## config.mk

```make
export PLATFORM = sky130hd
export DESIGN_NAME = om_write_arbiter
export DESIGN_NICKNAME = d
export VERILOG_FILES = /design/src/rtl/om_write_arbiter.sv
export SDC_FILE = /design/constraint.sdc
export NUM_CORES = 1
export LEC_CHECK = 0
export ABC_AREA = 0
export BUFFER_PORTS_ARGS = -buffer_cell sky130_fd_sc_hd__buf_2
export CAP_MARGIN = 20
export CORE_ASPECT_RATIO = 0.5
export CORE_MARGIN = 5
export CORE_UTILIZATION = 59
export DETAILED_ROUTE_END_ITERATION = 10
export GPL_TIMING_DRIVEN = 1
export HOLD_SLACK_MARGIN = 0.05
export PLACE_DENSITY = 0.79
export SLEW_MARGIN = 40
export SYNTH_ARGS = -nofsm -noshare
export SYNTH_HDL_FRONTEND = slang
export SYNTH_SLANG_ARGS = --single-unit
```

## constraint.sdc

```tcl
create_clock -name iClk -period 6.25 [get_ports iClk]
set_clock_uncertainty 0.05 [all_clocks]
set_input_delay 0.625 -clock iClk [delete_from_list [all_inputs] [get_ports iClk]]
set_output_delay 0.625 -clock iClk [all_outputs]
set_load 0.005 [all_outputs]
```

## src/rtl/om_write_arbiter.sv

```systemverilog
// om_write_arbiter: merges NUM_CH buffered write streams onto one object-map write port
module om_write_arbiter #(
  parameter int NUM_CH = 3,
  parameter int ADDR_W = 13,
  parameter int DATA_W = 32,
  parameter int FIFO_DEPTH = 4,
  localparam int CHW = NUM_CH > 1 ? $clog2(NUM_CH) : 1
) (
  input  logic                     iClk,
  input  logic                     iReset,
  input  logic [NUM_CH-1:0]        iWrreq,
  input  logic [NUM_CH*ADDR_W-1:0] iAddr,
  input  logic [NUM_CH*DATA_W-1:0] iData,
  input  logic                     iMode,
  input  logic                     iFlush,
  input  logic                     iWait_request,
  output logic [NUM_CH-1:0]        oFull,
  output logic [NUM_CH-1:0]        oOverflow,
  output logic                     oWrreq,
  output logic [ADDR_W-1:0]        oAddr,
  output logic [DATA_W-1:0]        oData,
  output logic [CHW-1:0]           oCh,
  output logic                     oIdle
);
  localparam int PW = $clog2(FIFO_DEPTH);
  localparam int CW = PW + 1;
  localparam int EW = ADDR_W + DATA_W;
  logic [EW-1:0] mem [NUM_CH][FIFO_DEPTH];
  logic [PW-1:0] wr_ptr [NUM_CH];
  logic [PW-1:0] rd_ptr [NUM_CH];
  logic [CW-1:0] count [NUM_CH];
  logic [CHW-1:0] rr_ptr, grant;
  logic [NUM_CH-1:0] push, pop, nonempty;
  logic any, free;
  assign free = !oWrreq || !iWait_request;
  assign oIdle = !oWrreq && nonempty == '0;
  always_comb begin
    for (int k = 0; k < NUM_CH; k++) begin
      oFull[k] = count[k] == CW'(FIFO_DEPTH);
      nonempty[k] = count[k] != '0;
      push[k] = iWrreq[k] && !oFull[k] && !iFlush;
    end
  end
  // Search order starts at rr_ptr in round-robin mode, at channel 0 in fixed-priority mode.
  always_comb begin
    int c;
    c = 0;
    grant = '0;
    any = 1'b0;
    for (int i = 0; i < NUM_CH; i++) begin
      c = iMode ? i : (int'(rr_ptr) + i) % NUM_CH;
      if (!any && nonempty[c]) begin
        grant = CHW'(c);
        any = 1'b1;
      end
    end
    for (int k = 0; k < NUM_CH; k++)
      pop[k] = free && any && grant == CHW'(k);
  end
  always_ff @(posedge iClk) begin
    if (iReset || iFlush) begin
      for (int k = 0; k < NUM_CH; k++) begin
        wr_ptr[k] <= '0;
        rd_ptr[k] <= '0;
        count[k] <= '0;
      end
      rr_ptr <= '0;
      oWrreq <= 1'b0;
      if (iReset) begin
        oAddr <= '0;
        oData <= '0;
        oCh <= '0;
        oOverflow <= '0;
      end
    end else begin
      for (int k = 0; k < NUM_CH; k++) begin
        if (push[k]) begin
          mem[k][wr_ptr[k]] <= {iAddr[k*ADDR_W +: ADDR_W], iData[k*DATA_W +: DATA_W]};
          wr_ptr[k] <= wr_ptr[k] + 1'b1;
        end
        if (pop[k]) rd_ptr[k] <= rd_ptr[k] + 1'b1;
        count[k] <= count[k] + CW'(push[k]) - CW'(pop[k]);
        if (iWrreq[k] && oFull[k]) oOverflow[k] <= 1'b1;
      end
      if (free) begin
        oWrreq <= any;
        if (any) begin
          {oAddr, oData} <= mem[grant][rd_ptr[grant]];
          oCh <= grant;
          if (!iMode) rr_ptr <= grant == CHW'(NUM_CH - 1) ? '0 : grant + 1'b1;
        end
      end
    end
  end
endmodule

```

==> flow_summary.yaml, run 1 <==
status:
  status: "complete, no violations"
hold_path:
  worstHoldPathType: "in -> reg"
global_route:
  grt_start_max_net_pins: 94
  grt.total_usage_pct: 27.1
  grt_pass1_vias: 15300
  grt_overflow_total: 0
  antenna_found_initial: 13
  grt_pass1_wl_mm: 92.3
yosys:
  syn_nets: 1564
  synth.top_cell.area_share_pct: 76.0
  yosys-top-cells-area: "edfxtp_1 76%, a32o_1 3.8%, a221oi_1 3.4%"
  synth_area_um2: 23800
  ys_types: 52
  synth_largest_area_cell: "edfxtp_1"
  avgSynthCellArea_um2: 17.0
  synthFlopType: "edfxtp_1"
  async_flop_share_pct: 0
  synthCells: 1398
  ys_ff_latch: 614
  yosysWarnings: 0
  yosysMostFrequentCell: "edfxtp_1"
  ys_seq_area_share_pct: 77.0
  synth_commonest_cells: "602 x edfxtp_1, 96 x nand2_1, 91 x a221oi_1, 91 x a22oi_1"
  synth_edf_count: 602
power:
  p_int_mw: 9.14
  switching_share_pct: 40.6
  pwr_density_cell_nw_per_um2: 572
  p_switching_mw: 6.24
  cellLeakagePower_nw: 8.96
  p_clk_share_pct: 20.0
  post-layout-total-power_mw: 15.4
  sequentialPowerShare_pct: 33.1
  pwr-share-comb_pct: 47.0
  ir_worst_vdd_mv: 0.503
routing:
  drtAntennaViolNets: 0
  wl_mm: 62.4
  drc: 0
  vias: 15000
  post_drt_wl_per_cell_um: 29.0
  drt_iter0_markers: 2231
  vias_per_cell: 6.95
  dr.pass1.iters: 6
critical_path:
  arrival_ns: 4.80
  endpoint: "oAddr[5]"
  critPathLaunchType: "flop"
  ff2ff_setup_slack_ns: 1.84
  crit_path_start: "rr_ptr[0]"
  cp_max_fo: 90
  cp.required_ns: 6.64
  path_class: "reg -> reg"
  reg2reg_depth: 11
  r2r-start: "rr_ptr[0]"
  r2r_end: "oAddr[5]"
  critPathCaptureType: "flop"
run:
  maxCapViolations: 0
timing:
  relSlewSlack_pct: 40.6
  rsz0062_at_grt: "no"
  tightest_slew_ns: 0.890
  fin_crit_ns: 4.41
  max_freq_mhz: 227
  tns_ns: 0
  slew_violations: 0
  finalHoldViolations: 0
  fin_crit_sh_pct: 70.6
  setup_viol: 0
clocking:
  cts_root_buf: "clkbuf_16"
  cts_hold_buf: 0
  cts.htree.levels: 2
  clk_pin_slew_ns: 0.07
  clkSinkCount: 614
  cts_buffers: 51
  cts_buffer_depth: 3
  post_cts_resized: 0
  cts_setup_buffers: 0
  cts_tree: "yes"
  clk_latency_ns: 0.58
floorplan:
  die_x_um: 294
  fp-row-count: 52
  die-area_um2: 44700
  die_y_um: 152
  coreArea_um2: 40100
  start_util_pct: 59.2
  num_io_pins: 198
cells_and_area:
  layout.nets: 1729
  fillCellCount: 2485
  layout-drive-gt1-share_pct: 20.2
  syn_to_final_growth_pct: 13.1
  stdcell_count: 2152
placed_design:
  gp_congestion: 0.837
  placed_cells: 2050
  place_hpwl_mm: 34.0
  port_buffers: 197
flip-flops by register name (all words and copies together) (netlist names):
signal	cells
wr_ptr	6
rr_ptr	2
rd_ptr	6
oAddr	13
count	9
mem	540
oCh	2
oData	32
oOverflow	3
oWrreq	1
metrics by stage:
step | setup WS, ns | utilization, % | cell area, um^2 | hold WS (ns)
5_1_grt | 1.68 | 67.0 | 26900 | 0.199
3_3_place_gp | 1.84 | 62.6 | 25100 | 0.441
6_report | 1.84 | 67.0 | 26900 | 0.214
4_1_cts | 1.90 | 66.8 | 26800 | 0.199
2_1_floorplan | 1.67 | - | 23800 | 0.420
3_5_place_dp | 1.92 | 63.0 | 25300 | 0.437
how the worst min path moves through the flow:
stage                          from          end  slack, ns  depth (start not counted)
final                     iData[75]  mem[2][146]       0.21                          1
after global routing      iData[30]  mem[0][165]       0.20                          1
after CTS                 iData[83]  mem[2][109]       0.20                          1
after detailed placement  rr_ptr[1]    rr_ptr[1]       0.44                          2
after global placement    rr_ptr[1]    rr_ptr[1]       0.44                          2
after floorplan           rr_ptr[1]    rr_ptr[1]       0.42                          2
layout by cell type (no fill, tap or decap), types with 12 or more instances in the layout:
| cell | count |
|---|---|
| clkbuf_1 | 16 |
| inv_1 | 24 |
| a32o_1 | 90 |
| clkbuf_16 | 53 |
| a221oi_1 | 91 |
| a22oi_1 | 91 |
| buf_2 | 197 |
| nor2_1 | 23 |
| clkinv_1 | 14 |
| a31oi_1 | 90 |
| buf_4 | 16 |
| a22o_1 | 45 |
| dfxtp_1 | 12 |
| ha_1 | 20 |
| edfxtp_1 | 602 |
| nand2_1 | 96 |
layout make-up:
cell class	count	area, um^2	area share (%)
clock inverters	22	174	0.647
well taps	540	676	2.51
flip-flops and latches	614	18300	68.2
clock buffers	69	1390	5.16
multi-input cells	644	4880	18.1
diodes	11	27.5	0.102
repair buffers	227	1330	4.93
inverters	25	93.8	0.349
layer usage:
metal	global-route usage [%]	part of all wire, %
met5	0	0.034
met1	36.5	36
met2	44.6	50
met4	10.3	3.0
met3	5.11	11
kinds of logic (layout without fill, tap and decap cells):
family          after synthesis  after routing  share of synthesized area, %
simple gates                173            173                          3.44
flops                       614            614                          77.0
other cells                   0             11                             0
buf+inv                     140            343                          2.69
fa+ha+maj                    23             23                          1.31
xor+xnor                      9              9                         0.332
compound gates              439            439                          15.2
worst max-delay path, stage by stage (launching register included):
cell       delay (ns)
dfxtp_1          0.37
inv_1            0.06
ha_1             0.40
a2111oi_1        0.64
inv_1            0.17
o211ai_4         0.51
buf_4            0.44
and2_4           0.25
clkbuf_8         0.63
a22oi_1          0.24
a31oi_1          0.26
a22o_1           0.16
power by group through the flow:
| stage | sequential [mW] | clock, mW | combinational [mW] |
|---|---|---|---|
| after floorplan | 5.16 | 0 | 5.10 |
| after detailed placement | 5.17 | 0 | 6.94 |
| after global placement | 5.17 | 0 | 6.45 |
| after CTS | 5.09 | 3.07 | 7.04 |
| after global routing | 5.11 | 3.27 | 7.67 |
| final | 5.09 | 3.07 | 7.22 |
Note: power is estimated with default switching activity, not from simulation.
==> inputs of run 2 (changes only) <==
Clock period 6.25 ns to 4.2 ns, I/O delays scaled along.
==> flow_summary.yaml, run 2 (synthesis results as in run 1) <==
status:
  status: "complete, no violations"
clocking:
  cts_hold_buf: 134
  clk_pin_slew_ns: 0.07
  cts_tree: "yes"
  post_cts_resized: 0
  cts_root_buf: "clkbuf_16"
  cts.htree.levels: 2
  cts_setup_buffers: 0
  clkSinkCount: 614
  cts_buffers: 51
  clk_latency_ns: 0.57
  cts_buffer_depth: 3
cells_and_area:
  stdcell_count: 2287
  layout.nets: 1870
  mostFrequentLayoutCell: "edfxtp_1"
  layout-drive-gt1-share_pct: 19.2
  final_cell_mix: "602 x edfxtp_1, 197 x buf_2, 134 x dlygate4sd3_1"
  syn_to_final_growth_pct: 19.0
  largest_reg_flops: 540
  final_core_util_pct: 70.5
timing:
  relSlewSlack_pct: 41.4
  finalHoldViolations: 0
  whs_ns: 0.0754
  fin_crit_sh_pct: 94.7
  fin_crit_ns: 3.98
  tightest_slew_ns: 0.880
  setup_viol: 0
  setup_ws_ns: 0.223
  max_freq_mhz: 251
  slew_violations: 0
global_route:
  grt_pass1_vias: 16500
  grt_pass1_wl_mm: 99.3
  grt_start_max_net_pins: 94
  antenna_found_initial: 5
  grt.total_usage_pct: 29.1
  grt_overflow_total: 0
power:
  cellLeakagePower_nw: 9.56
  ir_worst_vdd_mv: 0.980
  pwr_density_cell_nw_per_um2: 825
  post-layout-total-power_mw: 23.4
hold_path:
  holdPathStages: 1
  worstHoldPathType: "in -> reg"
  min_from: "iData[58]"
  hold_path_end: "mem[1][26]"
critical_path:
  reg2reg_depth: 11
  cp.required_ns: 4.48
  r2r_end: "oData[29]"
  critPathCaptureType: "flop"
  critPathLaunchType: "flop"
  r2r-start: "rr_ptr[0]"
  path_class: "reg -> reg"
  ff2ff_setup_slack_ns: 0.22
  arrival_ns: 4.25
  cp_max_fo: 93
placed_design:
  gp_congestion: 0.825
  place_hpwl_mm: 34.4
  dp_slack_ns: 0.283
  placed_cells: 2057
  port_buffers: 197
floorplan:
  die-area_um2: 44700
  die_y_um: 152
  coreArea_um2: 40100
  fp-row-count: 52
  die_x_um: 294
  start_util_pct: 59.2
  num_io_pins: 198
run:
  maxCapViolations: 0
routing:
  wl_mm: 66.7
  vias_per_cell: 6.94
  vias: 15900
  post_drt_wl_per_cell_um: 29.2
  drtAntennaViolNets: 0
  drt_iter0_markers: 2447
  drc: 0
  dr.pass1.iters: 6
[run 2: cell count changes in the layout (fill, tap and decap cells not counted), moves of 2 or more]
cell,previous run,this run
diode_2,11,4
dlygate4sd3_1,0,134
bufinv_16,3,1
buf_4,16,20
buf_12,5,15
clkbuf_1,16,13
clkinv_2,4,8
buf_6,7,2
[run 2: cell type report]
type	count	area [um^2]
antenna	4	10.0
clock buffer	66	1380
clock inverter	26	150
fill	2282	11800
inverter	25	93.8
multi-input combinational	644	4880
sequential	614	18300
tap	540	676
timing repair buffer	368	2800
[run 2: worst max-delay path, cell delays in order (launching register included)]
cell and delay, ns:
dfxtp_1 0.35, inv_1 0.05, ha_1 0.39, a2111oi_1 0.71
inv_1 0.17, o211ai_4 0.34, buf_12 0.38, a21oi_4 0.14
buf_12 0.28, a221oi_1 0.46, a31oi_1 0.08, a22o_1 0.26
[run 2: how the worst max path moves through the flow]
stage	from	endpoint	slack [ns]
finish	rr_ptr[0]	oData[29]	0.22
global route	rr_ptr[0]	oAddr[10]	-0.005
CTS	rr_ptr[0]	oAddr[4]	0.23
detailed placement	rr_ptr[0]	oAddr[4]	0.28
global placement	rr_ptr[0]	oData[31]	0.54
floorplan	rr_ptr[0]	count[0][2]	0.53
[run 2: metal layers]
layer	up-vias	global-route usage (%)	wire length (um)
met5	-	0	13
met4	2	11.1	2770
met3	261	6.94	9210
met2	1469	47.4	32600
met1	7692	38.7	22100
li1	6444	-	-
[run 2: metrics by stage]
step           instance area, um^2  setup TNS (ns)
3_3_place_gp                 25400               0
6_report                     28300               0
2_1_floorplan                23800               0
5_1_grt                      28300        -0.00469
4_1_cts                      28300               0
3_5_place_dp                 25400               0
[run 2: power by group]
| part | total [mW] | switching, mW | internal, mW |
|---|---|---|---|
| clock network | 4.51 | 2.14 | 2.37 |
| logic | 11.3 | 7.33 | 3.95 |
| registers | 7.57 | 0.193 | 7.37 |
